### src/rtl/bakraid_prog_buf_if.sv
// Loader-side byte strobes and SDRAM programming port of the program buffer.
// The master drives strobes and the controller handshake; the slave is the buffer.
interface bakraid_prog_buf_if;
    logic        IN_WE;
    logic [21:0] IN_ADDR;
    logic [1:0]  IN_BA;
    logic [15:0] IN_DATA;
    logic [1:0]  IN_MASK;
    logic        IN_READY;
    logic        DOWNLOADING;
    logic [21:0] PROG_ADDR;
    logic [1:0]  PROG_BA;
    logic [15:0] PROG_DATA;
    logic [1:0]  PROG_MASK;
    logic        PROG_WE;
    logic        PROG_RDY;
    logic        BUSY;
    logic        OVERFLOW;

    modport master (
        output IN_WE, IN_ADDR, IN_BA, IN_DATA, IN_MASK, DOWNLOADING, PROG_RDY,
        input  IN_READY, PROG_ADDR, PROG_BA, PROG_DATA, PROG_MASK, PROG_WE, BUSY, OVERFLOW
    );

    modport slave (
        input  IN_WE, IN_ADDR, IN_BA, IN_DATA, IN_MASK, DOWNLOADING, PROG_RDY,
        output IN_READY, PROG_ADDR, PROG_BA, PROG_DATA, PROG_MASK, PROG_WE, BUSY, OVERFLOW
    );
endinterface

### src/rtl/bakraid_prog_buf.sv
// Merges byte writes from the ROM loader into 16-bit SDRAM words and queues them
// through a small FIFO towards the SDRAM controller's programming port.
module bakraid_prog_buf #(
    parameter int DEPTH   = 4,
    parameter int TIMEOUT = 16
) (
    input  logic              CLK,
    input  logic              RESET_N,
    bakraid_prog_buf_if.slave bus
);
    localparam int AW = $clog2(DEPTH);
    localparam int CW = AW + 1;

    localparam logic [1:0] S_IDLE  = 2'd0;
    localparam logic [1:0] S_WRITE = 2'd1;
    localparam logic [1:0] S_GAP   = 2'd2;

    typedef struct packed {
        logic [21:0] addr;
        logic [1:0]  ba;
        logic [15:0] data;
        logic [1:0]  mask;
    } word_t;

    word_t          fifo_q [DEPTH];
    logic [AW-1:0]  wr_ptr_q, rd_ptr_q;
    logic [CW-1:0]  cnt_q;

    logic           pend_vld_q, pend_vld_d;
    word_t          pend_q, pend_d;
    logic [7:0]     idle_q, idle_d;
    logic           dl_q, flush_q, flush_d;
    logic           ovf_q, rdy_q;
    logic [1:0]     state_q;
    word_t          prog_q;

    logic           full, pop, push, push_ok, accept, merge, timeout, flush_req;
    word_t          in_w, merged_w, push_w;

    assign full      = (cnt_q == CW'(DEPTH));
    assign pop       = (state_q == S_WRITE) && bus.PROG_RDY;
    assign push_ok   = !full || pop;
    assign accept    = bus.IN_WE && bus.IN_READY;
    assign timeout   = pend_vld_q && (idle_q == 8'(TIMEOUT - 1));
    assign flush_req = (dl_q && !bus.DOWNLOADING) || flush_q;

    assign in_w  = '{addr: bus.IN_ADDR, ba: bus.IN_BA, data: bus.IN_DATA, mask: bus.IN_MASK};
    assign merge = pend_vld_q && (bus.IN_ADDR == pend_q.addr) && (bus.IN_BA == pend_q.ba) &&
                   ((pend_q.mask | bus.IN_MASK) == 2'b11);

    // Upper byte comes from whichever byte wrote the upper half (mask 01), lower likewise.
    always_comb begin
        merged_w      = in_w;
        merged_w.mask = 2'b00;
        merged_w.data[15:8] = (pend_q.mask == 2'b01) ? pend_q.data[15:8] : bus.IN_DATA[15:8];
        merged_w.data[7:0]  = (pend_q.mask == 2'b10) ? pend_q.data[7:0]  : bus.IN_DATA[7:0];
    end

    // A new strobe wins over timeout/flush in the same cycle; a pending flush request survives it.
    always_comb begin
        push       = 1'b0;
        push_w     = pend_q;
        pend_vld_d = pend_vld_q;
        pend_d     = pend_q;
        flush_d    = flush_req;
        idle_d     = idle_q;
        if (accept) begin
            idle_d = '0;
            if (!pend_vld_q) begin
                pend_vld_d = 1'b1;
                pend_d     = in_w;
            end else if (merge) begin
                push       = 1'b1;
                push_w     = merged_w;
                pend_vld_d = 1'b0;
            end else begin
                push       = 1'b1;
                pend_d     = in_w;
            end
        end else begin
            if (pend_vld_q && idle_q < 8'(TIMEOUT - 1))
                idle_d = idle_q + 8'd1;
            if ((timeout || flush_req) && push_ok) begin
                push       = pend_vld_q;
                pend_vld_d = 1'b0;
                flush_d    = 1'b0;
            end
        end
    end

    always_ff @(posedge CLK or negedge RESET_N) begin
        if (!RESET_N) begin
            pend_vld_q <= 1'b0;
            pend_q     <= '0;
            idle_q     <= '0;
            dl_q       <= 1'b0;
            flush_q    <= 1'b0;
            ovf_q      <= 1'b0;
            rdy_q      <= 1'b0;
        end else begin
            pend_vld_q <= pend_vld_d;
            pend_q     <= pend_d;
            idle_q     <= idle_d;
            dl_q       <= bus.DOWNLOADING;
            flush_q    <= flush_d;
            rdy_q      <= 1'b1;
            if (bus.IN_WE && !bus.IN_READY)
                ovf_q <= 1'b1;
        end
    end

    always_ff @(posedge CLK) begin
        if (push)
            fifo_q[wr_ptr_q] <= push_w;
    end

    always_ff @(posedge CLK or negedge RESET_N) begin
        if (!RESET_N) begin
            wr_ptr_q <= '0;
            rd_ptr_q <= '0;
            cnt_q    <= '0;
        end else begin
            if (push) wr_ptr_q <= wr_ptr_q + AW'(1);
            if (pop)  rd_ptr_q <= rd_ptr_q + AW'(1);
            cnt_q <= cnt_q + CW'(push) - CW'(pop);
        end
    end

    // The head stays in the FIFO until the controller acknowledges it.
    always_ff @(posedge CLK or negedge RESET_N) begin
        if (!RESET_N) begin
            state_q <= S_IDLE;
            prog_q  <= '0;
        end else begin
            case (state_q)
                S_IDLE: if (cnt_q != '0) begin
                    prog_q  <= fifo_q[rd_ptr_q];
                    state_q <= S_WRITE;
                end
                S_WRITE: if (bus.PROG_RDY) state_q <= S_GAP;
                default: state_q <= S_IDLE;
            endcase
        end
    end

    assign bus.IN_READY  = rdy_q && !full;
    assign bus.PROG_ADDR = prog_q.addr;
    assign bus.PROG_BA   = prog_q.ba;
    assign bus.PROG_DATA = prog_q.data;
    assign bus.PROG_MASK = prog_q.mask;
    assign bus.PROG_WE   = (state_q == S_WRITE);
    assign bus.BUSY      = pend_vld_q || (cnt_q != '0) || bus.PROG_WE;
    assign bus.OVERFLOW  = ovf_q;
endmodule

### src/flat_wrapper.sv
// flat-port wrapper written by rule: the top's interface ports become plain ports
module bakraid_prog_buf_flat 
#(
    parameter int DEPTH   = 4,
    parameter int TIMEOUT = 16
)
  (CLK, RESET_N, bus_IN_WE, bus_IN_ADDR, bus_IN_BA, bus_IN_DATA, bus_IN_MASK, bus_DOWNLOADING, bus_PROG_RDY, bus_IN_READY, bus_PROG_ADDR, bus_PROG_BA, bus_PROG_DATA, bus_PROG_MASK, bus_PROG_WE, bus_BUSY, bus_OVERFLOW);
  bakraid_prog_buf_if bus_i ();
  input  logic CLK;
  input  logic RESET_N;
  input wire logic [$bits(bus_i.IN_WE)-1:0] bus_IN_WE;
  input wire logic [$bits(bus_i.IN_ADDR)-1:0] bus_IN_ADDR;
  input wire logic [$bits(bus_i.IN_BA)-1:0] bus_IN_BA;
  input wire logic [$bits(bus_i.IN_DATA)-1:0] bus_IN_DATA;
  input wire logic [$bits(bus_i.IN_MASK)-1:0] bus_IN_MASK;
  input wire logic [$bits(bus_i.DOWNLOADING)-1:0] bus_DOWNLOADING;
  input wire logic [$bits(bus_i.PROG_RDY)-1:0] bus_PROG_RDY;
  output wire logic [$bits(bus_i.IN_READY)-1:0] bus_IN_READY;
  output wire logic [$bits(bus_i.PROG_ADDR)-1:0] bus_PROG_ADDR;
  output wire logic [$bits(bus_i.PROG_BA)-1:0] bus_PROG_BA;
  output wire logic [$bits(bus_i.PROG_DATA)-1:0] bus_PROG_DATA;
  output wire logic [$bits(bus_i.PROG_MASK)-1:0] bus_PROG_MASK;
  output wire logic [$bits(bus_i.PROG_WE)-1:0] bus_PROG_WE;
  output wire logic [$bits(bus_i.BUSY)-1:0] bus_BUSY;
  output wire logic [$bits(bus_i.OVERFLOW)-1:0] bus_OVERFLOW;
  assign bus_i.IN_WE = bus_IN_WE;
  assign bus_i.IN_ADDR = bus_IN_ADDR;
  assign bus_i.IN_BA = bus_IN_BA;
  assign bus_i.IN_DATA = bus_IN_DATA;
  assign bus_i.IN_MASK = bus_IN_MASK;
  assign bus_i.DOWNLOADING = bus_DOWNLOADING;
  assign bus_i.PROG_RDY = bus_PROG_RDY;
  assign bus_IN_READY = bus_i.IN_READY;
  assign bus_PROG_ADDR = bus_i.PROG_ADDR;
  assign bus_PROG_BA = bus_i.PROG_BA;
  assign bus_PROG_DATA = bus_i.PROG_DATA;
  assign bus_PROG_MASK = bus_i.PROG_MASK;
  assign bus_PROG_WE = bus_i.PROG_WE;
  assign bus_BUSY = bus_i.BUSY;
  assign bus_OVERFLOW = bus_i.OVERFLOW;
  bakraid_prog_buf #(.DEPTH(DEPTH), .TIMEOUT(TIMEOUT)) u_core (.CLK(CLK), .RESET_N(RESET_N), .bus(bus_i));
endmodule
### config.mk
export PLATFORM = sky130hd
export DESIGN_NAME = bakraid_prog_buf_flat
export DESIGN_NICKNAME = d
export VERILOG_FILES = /design/src/rtl/bakraid_prog_buf_if.sv /design/src/rtl/bakraid_prog_buf.sv /design/src/flat_wrapper.sv
export SDC_FILE = /design/constraint.sdc
export NUM_CORES = 1
export LEC_CHECK = 0
export BUFFER_PORTS_ARGS = -buffer_cell sky130_fd_sc_hd__buf_2
export CAP_MARGIN = 10
export CORE_ASPECT_RATIO = 0.7
export CORE_MARGIN = 3
export CORE_UTILIZATION = 57
export CTS_BUF_LIST = sky130_fd_sc_hd__clkbuf_4 sky130_fd_sc_hd__clkbuf_8 sky130_fd_sc_hd__clkbuf_16
export CTS_CLUSTER_SIZE = 12
export DETAILED_ROUTE_END_ITERATION = 10
export PLACE_DENSITY = 0.87
export RECOVER_POWER = 100
export SLEW_MARGIN = 20
export SYNTH_ARGS = -nofsm -noshare
export SYNTH_HDL_FRONTEND = slang
export SYNTH_SLANG_ARGS = --single-unit
### constraint.sdc
create_clock -name CLK -period 7.35 [get_ports CLK]
set_clock_uncertainty 0.05 [all_clocks]
set_input_delay 1.1025 -clock CLK [delete_from_list [all_inputs] [get_ports CLK]]
set_output_delay 1.1025 -clock CLK [all_outputs]
set_load 0.02 [all_outputs]
==> metrics.txt, run 1 <==
# TYPE chip_impl_metric gauge
chip_impl_info{name="most_common_library_cell_in_the_layout_ignoring_fill_and_taps",value="edfxtp_1"} 1
chip_impl_metric{name="maxCapViolCount",unit=""} 9
chip_impl_metric{name="cp.required",unit="ps"} 7560
chip_impl_info{name="end_kind",value="flip-flop"} 1
chip_impl_metric{name="grt_first_pass_wirelength",unit="mm"} 43.9
chip_impl_metric{name="synth_async_sr_flop_share",unit="%"} 38.7
chip_impl_metric{name="vias_in_the_first_global_route",unit=""} 7607
chip_impl_info{name="dominant_combinational_cell_family_by_area_after_synthesis",value="multiplexers"} 1
chip_impl_metric{name="fin_util",unit="%"} 64.9
chip_impl_metric{name="cts.repair_timing.setup_buffer_count",unit=""} 0
chip_impl_metric{name="globalRouteTotalUtil",unit="%"} 24.0
chip_impl_metric{name="power-per-cell-area",unit="nW/um2"} 401
chip_impl_metric{name="reg2reg_slack",unit="ps"} 2640
chip_impl_metric{name="detail-route-antenna-nets",unit=""} 0
chip_impl_metric{name="cts-hold-fix-buffers",unit=""} 0
chip_impl_metric{name="layout-drive-gt1-share",unit="%"} 21.6
chip_impl_metric{name="dieArea",unit="um2"} 23400
chip_impl_metric{name="finalCritPeriodShare",unit="%"} 64.2
chip_impl_metric{name="unique_masters_post_synth",unit=""} 44
chip_impl_info{name="worst_setup_sp_type",value="primary input"} 1
chip_impl_metric{name="htreeDepth",unit=""} 1
chip_impl_metric{name="clkSlewWorstSetupHoldPaths",unit="ps"} 60
chip_impl_metric{name="syn_nets",unit=""} 931
chip_impl_metric{name="place.port_buffers",unit=""} 92
chip_impl_metric{name="cts-root-to-sink-buffers",unit=""} 3
chip_impl_metric{name="synth_mux_area_share",unit="%"} 13.2
chip_impl_metric{name="clock_insertion_delay_worst_skew",unit="ps"} 550
chip_impl_metric{name="synth_xor_area_share",unit="%"} 2.21
chip_impl_metric{name="worst_hold_path_stage_count",unit=""} 1
chip_impl_metric{name="hpwlAfterDp",unit="mm"} 16.8
chip_impl_metric{name="vdd_drop_max",unit="mV"} 0.337
chip_impl_info{name="clock_tree.root_cell",value="clkbuf_16"} 1
chip_impl_metric{name="critical_path_arrival",unit="ps"} 4930
chip_impl_metric{name="gp_routability_congestion",unit=""} 0.824
chip_impl_info{name="status",value="finished with violations"} 1
chip_impl_metric{name="reg2regPathDepth",unit=""} 6
chip_impl_metric{name="tightestPinTransition",unit="ps"} 2830
chip_impl_metric{name="die_x",unit="um"} 181
chip_impl_metric{name="power.static_leakage",unit="nW"} 5.14
chip_impl_info{name="ys_dominant_reg_cell",value="edfxtp_1"} 1
chip_impl_metric{name="slew-limit-headroom",unit="%"} -88.4
chip_impl_info{name="r2r_start",value="u_core.cnt_q[1]"} 1
chip_impl_metric{name="timing.fmax",unit="MHz"} 212
chip_impl_metric{name="drt-vias-per-instance",unit=""} 6.29
chip_impl_metric{name="post_synth_inst_count",unit=""} 876
chip_impl_metric{name="clock_sinks",unit=""} 274
chip_impl_metric{name="drc",unit=""} 0
chip_impl_metric{name="synth-edff-count",unit=""} 168
chip_impl_info{name="failed_checks",value="capacitance limit, slew limit"} 1
chip_impl_metric{name="yosys_register_bits",unit=""} 274
chip_impl_metric{name="floorplan.core_area",unit="um2"} 20900
chip_impl_metric{name="postRouteWirelength",unit="mm"} 28.0
chip_impl_metric{name="clock_period_minus_final_worst_setup_slack",unit="ps"} 4720
chip_impl_info{name="holdCritPathClass",value="reg -> reg"} 1
chip_impl_metric{name="initialDrtViolationCount",unit=""} 1244
chip_impl_metric{name="final_hold_viol_count",unit=""} 0
chip_impl_metric{name="grt_remaining_overflow",unit=""} 0
chip_impl_info{name="timing.hold.worst.start",value="u_core.bus.OVERFLOW"} 1
chip_impl_metric{name="drtPass1Iterations",unit=""} 5
chip_impl_metric{name="syn_area",unit="um2"} 12300
chip_impl_metric{name="numCtsBuffers",unit=""} 27
chip_impl_metric{name="antenna_cells",unit=""} 0
chip_impl_info{name="cts_tree",value="built"} 1
chip_impl_metric{name="die_height",unit="um"} 129
chip_impl_info{name="r2r_end",value="u_core.fifo_q[2][23]"} 1
chip_impl_metric{name="post_drt_wl_per_cell",unit="um"} 22.9
chip_impl_info{name="mostFrequentLayoutCells",value="168 x edfxtp_1, 104 x dfrtp_1, 56 x clkbuf_1"} 1
chip_impl_metric{name="post_synth.cell_area_avg",unit="um2"} 14.0
chip_impl_metric{name="synth_fa_ha_area_share",unit="%"} 0.877
chip_impl_metric{name="largest_net_degree_at_the_start_of_global_routing",unit=""} 83
chip_impl_metric{name="num_vias",unit=""} 7676
chip_impl_metric{name="post_cts.resized_instances",unit=""} 0
chip_impl_metric{name="io_pins",unit=""} 93
chip_impl_metric{name="nNetsFinal",unit=""} 980
chip_impl_info{name="min_to",value="u_core.bus.OVERFLOW"} 1
chip_impl_metric{name="initial_antenna_violation_count",unit=""} 0
chip_impl_metric{name="timing_max_transition_violations_final",unit=""} 344
chip_impl_metric{name="yosys_warnings",unit=""} 0
chip_impl_metric{name="initial_core_util",unit="%"} 58.7
chip_impl_metric{name="finalSetupTns",unit="ps"} 0
chip_impl_metric{name="cp_max_fo",unit=""} 34
chip_impl_metric{name="synth-seq-area-share",unit="%"} 62.7
chip_impl_metric{name="final-setup-viol-count",unit=""} 0
chip_impl_metric{name="synth-compound-area-share",unit="%"} 5.69
chip_impl_metric{name="layout-area-overhead-vs-synth",unit="%"} 10.5
chip_impl_info{name="worstSetupPathType",value="in -> reg"} 1
chip_impl_info{name="rsz0062_at_grt",value="no"} 1
chip_impl_metric{name="yosys.area_share.simple",unit="%"} 11.0
chip_impl_metric{name="num_rows",unit=""} 44
## stage by stage
| step | power, mW | hold WS [ps] | cells | setup WS (ps) | cell area (um2) |
|---|---|---|---|---|---|
| after floorplan | 3.66 | 404 | 876 | 3960 | 12300 |
| after global placement | 4.07 | 387 | 1172 | 3740 | 12800 |
| after detailed placement | 4.15 | 397 | 1172 | 3660 | 12800 |
| after CTS | 5.50 | 413 | 1221 | 4180 | 13700 |
| after global routing | 5.71 | 441 | 1221 | 2280 | 13600 |
| final | 5.44 | 416 | 1221 | 2630 | 13600 |
## power breakdown
part	total, mW	switching, mW	internal (mW)	leakage [nW]
Sequential	2.52	0.379	2.14	2.74
Combinational	1.59	0.856	0.734	1.97
Clock	1.33	0.559	0.772	0.439
Total	5.44	1.79	3.64	5.14
## synthesized netlist by cell type, types with 2 or more instances
cell type  number  area share, %
nor2_1         43            1.3
buf_6           2           0.18
mux4_2         42            7.7
dfrtp_1       106             22
mux2_2         59            5.4
buf_4           2           0.12
o41a_1          2           0.18
a21oi_1         2          0.082
edfxtp_1      168             41
a221oi_2       20            2.4
inv_1          45            1.4
nor2b_1         2           0.10
nand2_1        28           0.86
buf_2          13           0.53
and2_1         46            2.3
nand3_1        40            1.6
nor4_1          5           0.25
a221oi_1       15            1.1
and3_1         37            1.9
o21ai_1         9           0.37
nor3_1          2          0.082
buf_1           6           0.18
xnor2_1        11           0.78
o21ai_0        28            1.1
nand4_2         2           0.20
a211oi_1        2           0.12
xor2_1         20            1.4
ha_1            7           0.71
clkbuf_1       61            1.9
nand4_1        37            1.9
## registers in the layout, indices dropped and copies added, names as in the netlist
name                  cells
u_core.state_q            2
u_core.rdy_q              1
u_core.bus.PROG_BA        2
u_core.pend_q            42
u_core.bus.PROG_MASK      2
u_core.pend_vld_q         1
u_core.wr_ptr_q           2
u_core.bus.PROG_ADDR     22
u_core.bus.PROG_DATA     16
u_core.flush_q            1
u_core.fifo_q           168
u_core.cnt_q              3
u_core.idle_q             8
u_core.bus.OVERFLOW       1
u_core.dl_q               1
u_core.rd_ptr_q           2
## area by class of cell
class	instances	area (um2)
well taps	276	345
flip-flops and latches	274	7700
repair buffers	105	473
clock inverters	3	32.5
fillers	1518	7350
inverters	45	169
clock buffers	46	831
multi-input cells	472	4020
## layer usage
layer | global-route usage (%) | part of all wire (%) | routed length, um
met1 | 36.1 | 41 | 11500
met4 | 7.07 | 2.9 | 821
met3 | 4.29 | 11 | 3000
met5 | 0 | 0 | 0
met2 | 36.6 | 45 | 12600
## cells by family (layout without fill, tap and decap cells)
logic type | after synthesis | count (layout)
AND/OR/NAND/NOR | 248 | 248
multiplexers | 102 | 102
flip-flops | 274 | 274
AO/OA/AOI/OAI | 82 | 82
XOR/XNOR | 31 | 31
other | 1 | 1
buffers and inverters | 130 | 199
adder cells (fa/ha/maj) | 8 | 8
## how the worst max path moves through the flow
stage                                from                    to  cells past startpoint
after floorplan              bus_PROG_RDY   u_core.fifo_q[0][0]                      5
after global placement          bus_IN_WE  u_core.fifo_q[3][36]                      6
after detailed placement        bus_IN_WE  u_core.fifo_q[2][33]                      6
after CTS                 u_core.cnt_q[1]  u_core.fifo_q[2][41]                      6
after global routing      u_core.cnt_q[1]  u_core.fifo_q[2][32]                      6
final                     bus_IN_ADDR[19]   u_core.fifo_q[2][9]                      7
## critical path, stage by stage
cell and delay [ps]:
clkbuf_1 130, xor2_1 170, nor4_1 410, and2_0 310
clkbuf_1 1290, nand4_1 880, mux2_1 620
Note: power is estimated with default switching activity, not from simulation.
==> run 2, diff against run 1 <==
--- a/config.mk
+++ b/config.mk
@@ -9,7 +9,7 @@
 export CAP_MARGIN = 10
 export CORE_ASPECT_RATIO = 0.7
 export CORE_MARGIN = 3
-export CORE_UTILIZATION = 57
+export CORE_UTILIZATION = 54
 export CTS_BUF_LIST = sky130_fd_sc_hd__clkbuf_4 sky130_fd_sc_hd__clkbuf_8 sky130_fd_sc_hd__clkbuf_16
 export CTS_CLUSTER_SIZE = 12
 export DETAILED_ROUTE_END_ITERATION = 10
==> constraint.sdc (replaced) <==
create_clock -name CLK -period 4.29 [get_ports CLK]
set_clock_uncertainty 0.05 [all_clocks]
set_input_delay 0.6435 -clock CLK [delete_from_list [all_inputs] [get_ports CLK]]
set_output_delay 0.6435 -clock CLK [all_outputs]
set_load 0.02 [all_outputs]
==> run 2 against run 1 <==
Effect of this change: the flow still finishes with violations (capacitance limit, slew limit); sequential cell count did not move; core utilization decreased by 3.0 points; combinational power grew 72%; sequential power grew 70%; cell count grew 3.3%; global-route usage decreased by 0.92 points; setup slack got worse by 1800 ps; clock power increased by 68%; non-clock buffer count grew 7; count of clock-buffer cells in the layout fell by 1; worst hold slack lost 240 ps; cell area increased by 0.42%; critical endpoint is now u_core.fifo_q[3][3]; highest routed layer is now met5.
==> metrics.txt, run 2 (synthesis gave the netlist of run 1 again) <==
# TYPE chip_impl_metric gauge
chip_impl_info{name="status",value="finished with violations"} 1
chip_impl_info{name="failed_checks",value="capacitance limit, slew limit"} 1
chip_impl_metric{name="drt-vias-per-instance",unit=""} 6.09
chip_impl_info{name="rsz0062_at_grt",value="no"} 1
chip_impl_metric{name="vias_in_the_first_global_route",unit=""} 7389
chip_impl_metric{name="num_rows",unit=""} 45
chip_impl_metric{name="num_vias",unit=""} 7680
chip_impl_metric{name="cp_max_fo",unit=""} 17
chip_impl_metric{name="drtPass1Iterations",unit=""} 5
chip_impl_metric{name="postRouteWirelength",unit="mm"} 28.0
chip_impl_metric{name="cp.required",unit="ps"} 4500
chip_impl_metric{name="tightestPinTransition",unit="ps"} 2390
chip_impl_metric{name="die_x",unit="um"} 186
chip_impl_metric{name="post_cts.resized_instances",unit=""} 0
chip_impl_metric{name="p_int",unit="mW"} 6.22
chip_impl_metric{name="dieArea",unit="um2"} 24600
chip_impl_metric{name="worst_hold_path_stage_count",unit=""} 1
chip_impl_info{name="clock_tree.root_cell",value="clkbuf_16"} 1
chip_impl_metric{name="io_pins",unit=""} 93
chip_impl_info{name="r2r_end",value="u_core.fifo_q[3][3]"} 1
chip_impl_info{name="register_with_the_most_flip_flops",value="u_core.fifo_q"} 1
chip_impl_metric{name="clock_insertion_delay_worst_skew",unit="ps"} 550
chip_impl_metric{name="initial_core_util",unit="%"} 55.8
chip_impl_metric{name="reg2regPathDepth",unit=""} 5
chip_impl_metric{name="bufs_and_invs_on_worst_path",unit=""} 0
chip_impl_metric{name="clock_period_minus_final_worst_setup_slack",unit="ps"} 3500
chip_impl_metric{name="power-per-cell-area",unit="nW/um2"} 680
chip_impl_info{name="crit_path_cell_trace",value="xor2_1, nor4_1, and2_0, nand4_1, mux2_1"} 1
chip_impl_metric{name="globalRouteTotalUtil",unit="%"} 23.1
chip_impl_metric{name="reg2reg_slack",unit="ps"} 790
chip_impl_metric{name="cts-root-to-sink-buffers",unit=""} 3
chip_impl_info{name="min_to",value="u_core.dl_q"} 1
chip_impl_info{name="end_kind",value="flip-flop"} 1
chip_impl_info{name="cts_tree",value="built"} 1
chip_impl_metric{name="die_height",unit="um"} 132
chip_impl_info{name="timing.critical_path.slowest_stage_cell",value="and2_0"} 1
chip_impl_info{name="critical-path-top-delay-family",value="simple AND/OR/NAND/NOR gates"} 1
chip_impl_metric{name="critical_path_arrival",unit="ps"} 3710
chip_impl_metric{name="final-setup-viol-count",unit=""} 0
chip_impl_metric{name="finalSetupTns",unit="ps"} 0
chip_impl_metric{name="initialDrtViolationCount",unit=""} 1189
chip_impl_metric{name="timing.fmax",unit="MHz"} 286
chip_impl_metric{name="vdd_drop_max",unit="mV"} 0.441
chip_impl_metric{name="hpwlAfterDp",unit="mm"} 18.0
chip_impl_metric{name="detail-route-antenna-nets",unit=""} 0
chip_impl_metric{name="cts-hold-fix-buffers",unit=""} 0
chip_impl_metric{name="p_switching",unit="mW"} 3.05
chip_impl_metric{name="power.static_leakage",unit="nW"} 5.21
chip_impl_metric{name="post_drt_wl_per_cell",unit="um"} 22.2
chip_impl_info{name="worst_setup_sp_type",value="flip-flop"} 1
chip_impl_metric{name="place.port_buffers",unit=""} 92
chip_impl_metric{name="max_ffs_per_register",unit=""} 168
chip_impl_metric{name="htreeDepth",unit=""} 1
chip_impl_metric{name="power.share.switching",unit="%"} 32.9
chip_impl_metric{name="slew-limit-headroom",unit="%"} -59.1
chip_impl_info{name="mostFrequentLayoutCells",value="168 x edfxtp_1, 105 x dfrtp_1, 49 x clkbuf_1"} 1
chip_impl_metric{name="nNetsFinal",unit=""} 987
chip_impl_metric{name="combinational_share_of_power",unit="%"} 29.5
chip_impl_info{name="worstSetupPathType",value="reg -> reg"} 1
chip_impl_metric{name="drc",unit=""} 0
chip_impl_metric{name="cts.repair_timing.setup_buffer_count",unit=""} 0
chip_impl_metric{name="final_hold_viol_count",unit=""} 0
chip_impl_metric{name="maxCapViolCount",unit=""} 4
chip_impl_metric{name="timing_max_transition_violations_final",unit=""} 223
chip_impl_info{name="r2r_start",value="u_core.pend_q[39]"} 1
chip_impl_metric{name="layout-drive-gt1-share",unit="%"} 22.2
chip_impl_metric{name="numCtsBuffers",unit=""} 27
chip_impl_metric{name="p_clk_share",unit="%"} 24.2
chip_impl_metric{name="gp_routability_congestion",unit=""} 0.834
chip_impl_metric{name="fin_hold_ws",unit="ps"} 181
chip_impl_metric{name="grt_remaining_overflow",unit=""} 0
chip_impl_metric{name="floorplan.core_area",unit="um2"} 22000
chip_impl_metric{name="layout-area-overhead-vs-synth",unit="%"} 11.0
chip_impl_metric{name="share_seq_of_total_power",unit="%"} 46.3
chip_impl_metric{name="grt_first_pass_wirelength",unit="mm"} 43.6
chip_impl_metric{name="max_stage_delay",unit="ps"} 820
chip_impl_metric{name="finalCritPeriodShare",unit="%"} 81.6
chip_impl_metric{name="largest_net_degree_at_the_start_of_global_routing",unit=""} 83
chip_impl_metric{name="initial_antenna_violation_count",unit=""} 6
chip_impl_metric{name="fin_util",unit="%"} 61.9
chip_impl_info{name="timing.hold.worst.start",value="bus_DOWNLOADING"} 1
chip_impl_metric{name="clkSlewWorstSetupHoldPaths",unit="ps"} 60
chip_impl_info{name="holdCritPathClass",value="in -> reg"} 1
chip_impl_info{name="most_common_library_cell_in_the_layout_ignoring_fill_and_taps",value="edfxtp_1"} 1
chip_impl_metric{name="clock_sinks",unit=""} 274
run 2: worst max-delay path by stage:
stage	from	end	slack, ps	depth (start not counted)
finish	u_core.pend_q[39]	u_core.fifo_q[3][3]	790	5
global placement	bus_IN_ADDR[15]	u_core.fifo_q[0][3]	1230	6
CTS	u_core.cnt_q[2]	u_core.fifo_q[2][34]	1300	5
floorplan	u_core.state_q[1]	u_core.fifo_q[0][0]	1170	6
detailed placement	bus_IN_ADDR[15]	u_core.fifo_q[3][3]	1170	6
global route	u_core.pend_q[35]	u_core.fifo_q[1][3]	590	5
run 2: worst register-to-register path, cell delays in order, from the launching register on:
cell	delay, ps
dfrtp_1	480
xor2_1	230
nor4_1	350
and2_0	820
nand4_1	700
mux2_1	590
run 2: cell type report:
class	count	area (um2)
Multi-Input combinational cell	472	3970
Fill cell	1639	8390
Sequential cell	274	7700
Antenna cell	4	10.0
Clock buffer	45	811
Tap cell	305	382
Inverter	45	169
Clock inverter	4	33.8
Timing Repair Buffer	112	554
run 2: metrics by stage:
stage               cells  area [um2]  total power [mW]  setup slack, ps
global placement     1208       12900              7.00             1230
detailed placement   1208       12900              7.14             1170
CTS                  1257       13800              9.40             1300
global route         1259       13600              9.75              593
finish               1261       13600              9.27              789
floorplan             876       12300              6.27             1170
run 2: layer usage:
layer	global-route usage, %	part of all wire, %	vias up
li1	-	-	3359
met1	35.0	41	3889
met5	0	0.15	-
met3	4.80	10	52
met4	5.21	2.3	6
met2	34.9	46	374
run 2: power by group through the flow:
stage               clock network (mW)  registers [mW]  logic (mW)
global route                      2.39            4.37        2.98
detailed placement                   0            4.33        2.82
floorplan                            0            4.23        2.04
global placement                     0            4.27        2.72
finish                            2.24            4.29        2.73
CTS                               2.28            4.28        2.84
==> run 3, diff against run 2 <==
==> constraint.sdc (replaced) <==
create_clock -name CLK -period 2.9 [get_ports CLK]
set_clock_uncertainty 0.05 [all_clocks]
set_input_delay 0.435 -clock CLK [delete_from_list [all_inputs] [get_ports CLK]]
set_output_delay 0.435 -clock CLK [all_outputs]
set_load 0.02 [all_outputs]
==> run 3 against run 2 <==
Effect of this change: the flow now finishes without violations; cell count increased by 0.71%; clock power up 51%; critical path depth unchanged; via count is 1.8% higher.
==> metrics.txt, run 3 (synthesis gave the netlist of run 1 again) <==
# TYPE chip_impl_metric gauge
chip_impl_metric{name="fin_hold_ws",unit="ps"} 62.4
chip_impl_metric{name="vias_in_the_first_global_route",unit=""} 7806
chip_impl_info{name="r2r_start",value="u_core.pend_q[40]"} 1
chip_impl_metric{name="post_drt_wl_per_cell",unit="um"} 22.5
chip_impl_metric{name="grt_first_pass_wirelength",unit="mm"} 44.5
chip_impl_metric{name="layout-area-overhead-vs-synth",unit="%"} 12.7
chip_impl_metric{name="num_rows",unit=""} 45
chip_impl_info{name="crit_path_cell_trace",value="xnor2_1, nand4_1, a211oi_1, nand4_2, mux2_2"} 1
chip_impl_info{name="holdCritPathClass",value="in -> reg"} 1
chip_impl_info{name="timing.critical_path.slowest_stage_cell",value="dfrtp_1"} 1
chip_impl_metric{name="clock_period_minus_final_worst_setup_slack",unit="ps"} 2680
chip_impl_metric{name="cp_max_fo",unit=""} 8
chip_impl_metric{name="floorplan.core_area",unit="um2"} 22000
chip_impl_info{name="min_to",value="u_core.pend_q[23]"} 1
chip_impl_metric{name="num_vias",unit=""} 7822
chip_impl_metric{name="cp.required",unit="ps"} 3130
chip_impl_info{name="most_common_library_cell_in_the_layout_ignoring_fill_and_taps",value="edfxtp_1"} 1
chip_impl_metric{name="worstSetupPathDepth",unit=""} 5
chip_impl_info{name="worst_setup_sp_type",value="flip-flop"} 1
chip_impl_metric{name="timing.fmax",unit="MHz"} 373
chip_impl_metric{name="power-per-cell-area",unit="nW/um2"} 1000
chip_impl_metric{name="grt_remaining_overflow",unit=""} 0
chip_impl_metric{name="clock_sinks",unit=""} 274
chip_impl_info{name="end_kind",value="flip-flop"} 1
chip_impl_info{name="timing.hold.worst.start",value="bus_IN_ADDR[3]"} 1
chip_impl_metric{name="fin_util",unit="%"} 62.8
chip_impl_metric{name="gp_routability_congestion",unit=""} 0.866
chip_impl_metric{name="reg2regPathDepth",unit=""} 5
chip_impl_metric{name="max_stage_delay",unit="ps"} 480
chip_impl_metric{name="numCtsBuffers",unit=""} 27
chip_impl_metric{name="postRouteWirelength",unit="mm"} 28.5
chip_impl_metric{name="drc",unit=""} 0
chip_impl_info{name="rsz0062_at_grt",value="no"} 1
chip_impl_info{name="clock_tree.root_cell",value="clkbuf_16"} 1
chip_impl_metric{name="max_ffs_per_register",unit=""} 168
chip_impl_info{name="mostFrequentLayoutCells",value="168 x edfxtp_1, 104 x dfrtp_1, 59 x mux2_2"} 1
chip_impl_metric{name="final_hold_viol_count",unit=""} 0
chip_impl_info{name="cts_tree",value="built"} 1
chip_impl_metric{name="bufs_and_invs_on_worst_path",unit=""} 0
chip_impl_metric{name="largest_net_degree_at_the_start_of_global_routing",unit=""} 83
chip_impl_metric{name="finalSetupTns",unit="ps"} 0
chip_impl_metric{name="die_height",unit="um"} 132
chip_impl_info{name="r2r_end",value="u_core.fifo_q[0][9]"} 1
chip_impl_metric{name="clkSlewWorstSetupHoldPaths",unit="ps"} 60
chip_impl_metric{name="initialDrtViolationCount",unit=""} 1268
chip_impl_info{name="worstSetupPathType",value="reg -> reg"} 1
chip_impl_info{name="status",value="finished clean"} 1
chip_impl_metric{name="hpwlAfterDp",unit="mm"} 17.9
chip_impl_metric{name="initial_core_util",unit="%"} 55.8
chip_impl_metric{name="drtPass1Iterations",unit=""} 6
chip_impl_info{name="critical-path-top-delay-family",value="simple AND/OR/NAND/NOR gates"} 1
chip_impl_metric{name="layout-drive-gt1-share",unit="%"} 25.5
chip_impl_metric{name="cts-root-to-sink-buffers",unit=""} 3
chip_impl_metric{name="clock_insertion_delay_worst_skew",unit="ps"} 550
chip_impl_metric{name="finalCritPeriodShare",unit="%"} 92.5
chip_impl_metric{name="final-setup-viol-count",unit=""} 0
chip_impl_metric{name="vdd_drop_max",unit="mV"} 0.612
chip_impl_metric{name="timing_max_transition_violations_final",unit=""} 0
chip_impl_metric{name="detail-route-antenna-nets",unit=""} 0
chip_impl_metric{name="antenna_cells",unit=""} 0
chip_impl_metric{name="die_x",unit="um"} 186
chip_impl_metric{name="reg2reg_slack",unit="ps"} 220
chip_impl_metric{name="power.static_leakage",unit="nW"} 5.32
chip_impl_metric{name="critical_path_arrival",unit="ps"} 2910
chip_impl_metric{name="maxCapViolCount",unit=""} 0
chip_impl_metric{name="nNetsFinal",unit=""} 999
chip_impl_metric{name="place.port_buffers",unit=""} 92
chip_impl_metric{name="initial_antenna_violation_count",unit=""} 5
chip_impl_metric{name="slew-limit-headroom",unit="%"} 15.3
chip_impl_metric{name="worst_hold_path_stage_count",unit=""} 3
chip_impl_metric{name="htreeDepth",unit=""} 1
chip_impl_metric{name="tightestPinTransition",unit="ps"} 1270
chip_impl_metric{name="globalRouteTotalUtil",unit="%"} 23.3
chip_impl_metric{name="design_power_total",unit="mW"} 13.9
chip_impl_metric{name="dieArea",unit="um2"} 24600
chip_impl_info{name="register_with_the_most_flip_flops",value="u_core.fifo_q"} 1
chip_impl_metric{name="drt-vias-per-instance",unit=""} 6.16
chip_impl_metric{name="io_pins",unit=""} 93
## run 3: power breakdown
part           switching, mW  internal, mW
logic                   2.42          1.95
clock network           1.42          1.97
registers              0.746          5.39
total                   4.58          9.31
## run 3: through the flow
stage          setup slack [ps]  instances  instance area, um2
2_1_floorplan               216        876               12300
3_3_place_gp                327       1218               13100
3_5_place_dp                234       1218               13100
4_1_cts                     250       1270               14000
5_1_grt                    64.7       1270               13800
6_report                    217       1270               13800
## run 3: timing repair
action                    4_1_cts  5_1_grt
hold buffers                    2        0
resized for setup               0        0
buffers inserted                0        0
hold endpoints to repair       42        0
## run 3: layer usage
metal / vias up / routed length, um / global-route usage (%)
met1: 3853 / 12000 / 35.2
met3: 66 / 3090 / 5.49
li1: 3387 / - / -
met4: 10 / 735 / 6.53
met2: 506 / 12700 / 34.2
met5: - / 51 / 0
## run 3: how the worst max path moves through the flow
stage,start,to
finish,u_core.pend_q[40],u_core.fifo_q[0][9]
global placement,bus_IN_ADDR[3],u_core.fifo_q[1][3]
global route,u_core.pend_q[32],u_core.fifo_q[1][5]
floorplan,u_core.state_q[1],u_core.fifo_q[0][0]
detailed placement,bus_IN_ADDR[3],u_core.fifo_q[0][2]
CTS,u_core.pend_q[40],u_core.fifo_q[0][9]
## run 3: tightest hold or removal path: stages
cell and delay (ps):
buf_2 90, nand2_1 50, nand2_1 50
## run 3: final cells by class
| class | count | area [um2] |
|---|---|---|
| Fill cell | 1575 | 8180 |
| Clock inverter | 3 | 28.8 |
| Multi-Input combinational cell | 472 | 4000 |
| Inverter | 45 | 169 |
| Sequential cell | 274 | 7700 |
| Timing Repair Buffer | 124 | 718 |
| Tap cell | 305 | 382 |
| Clock buffer | 47 | 838 |
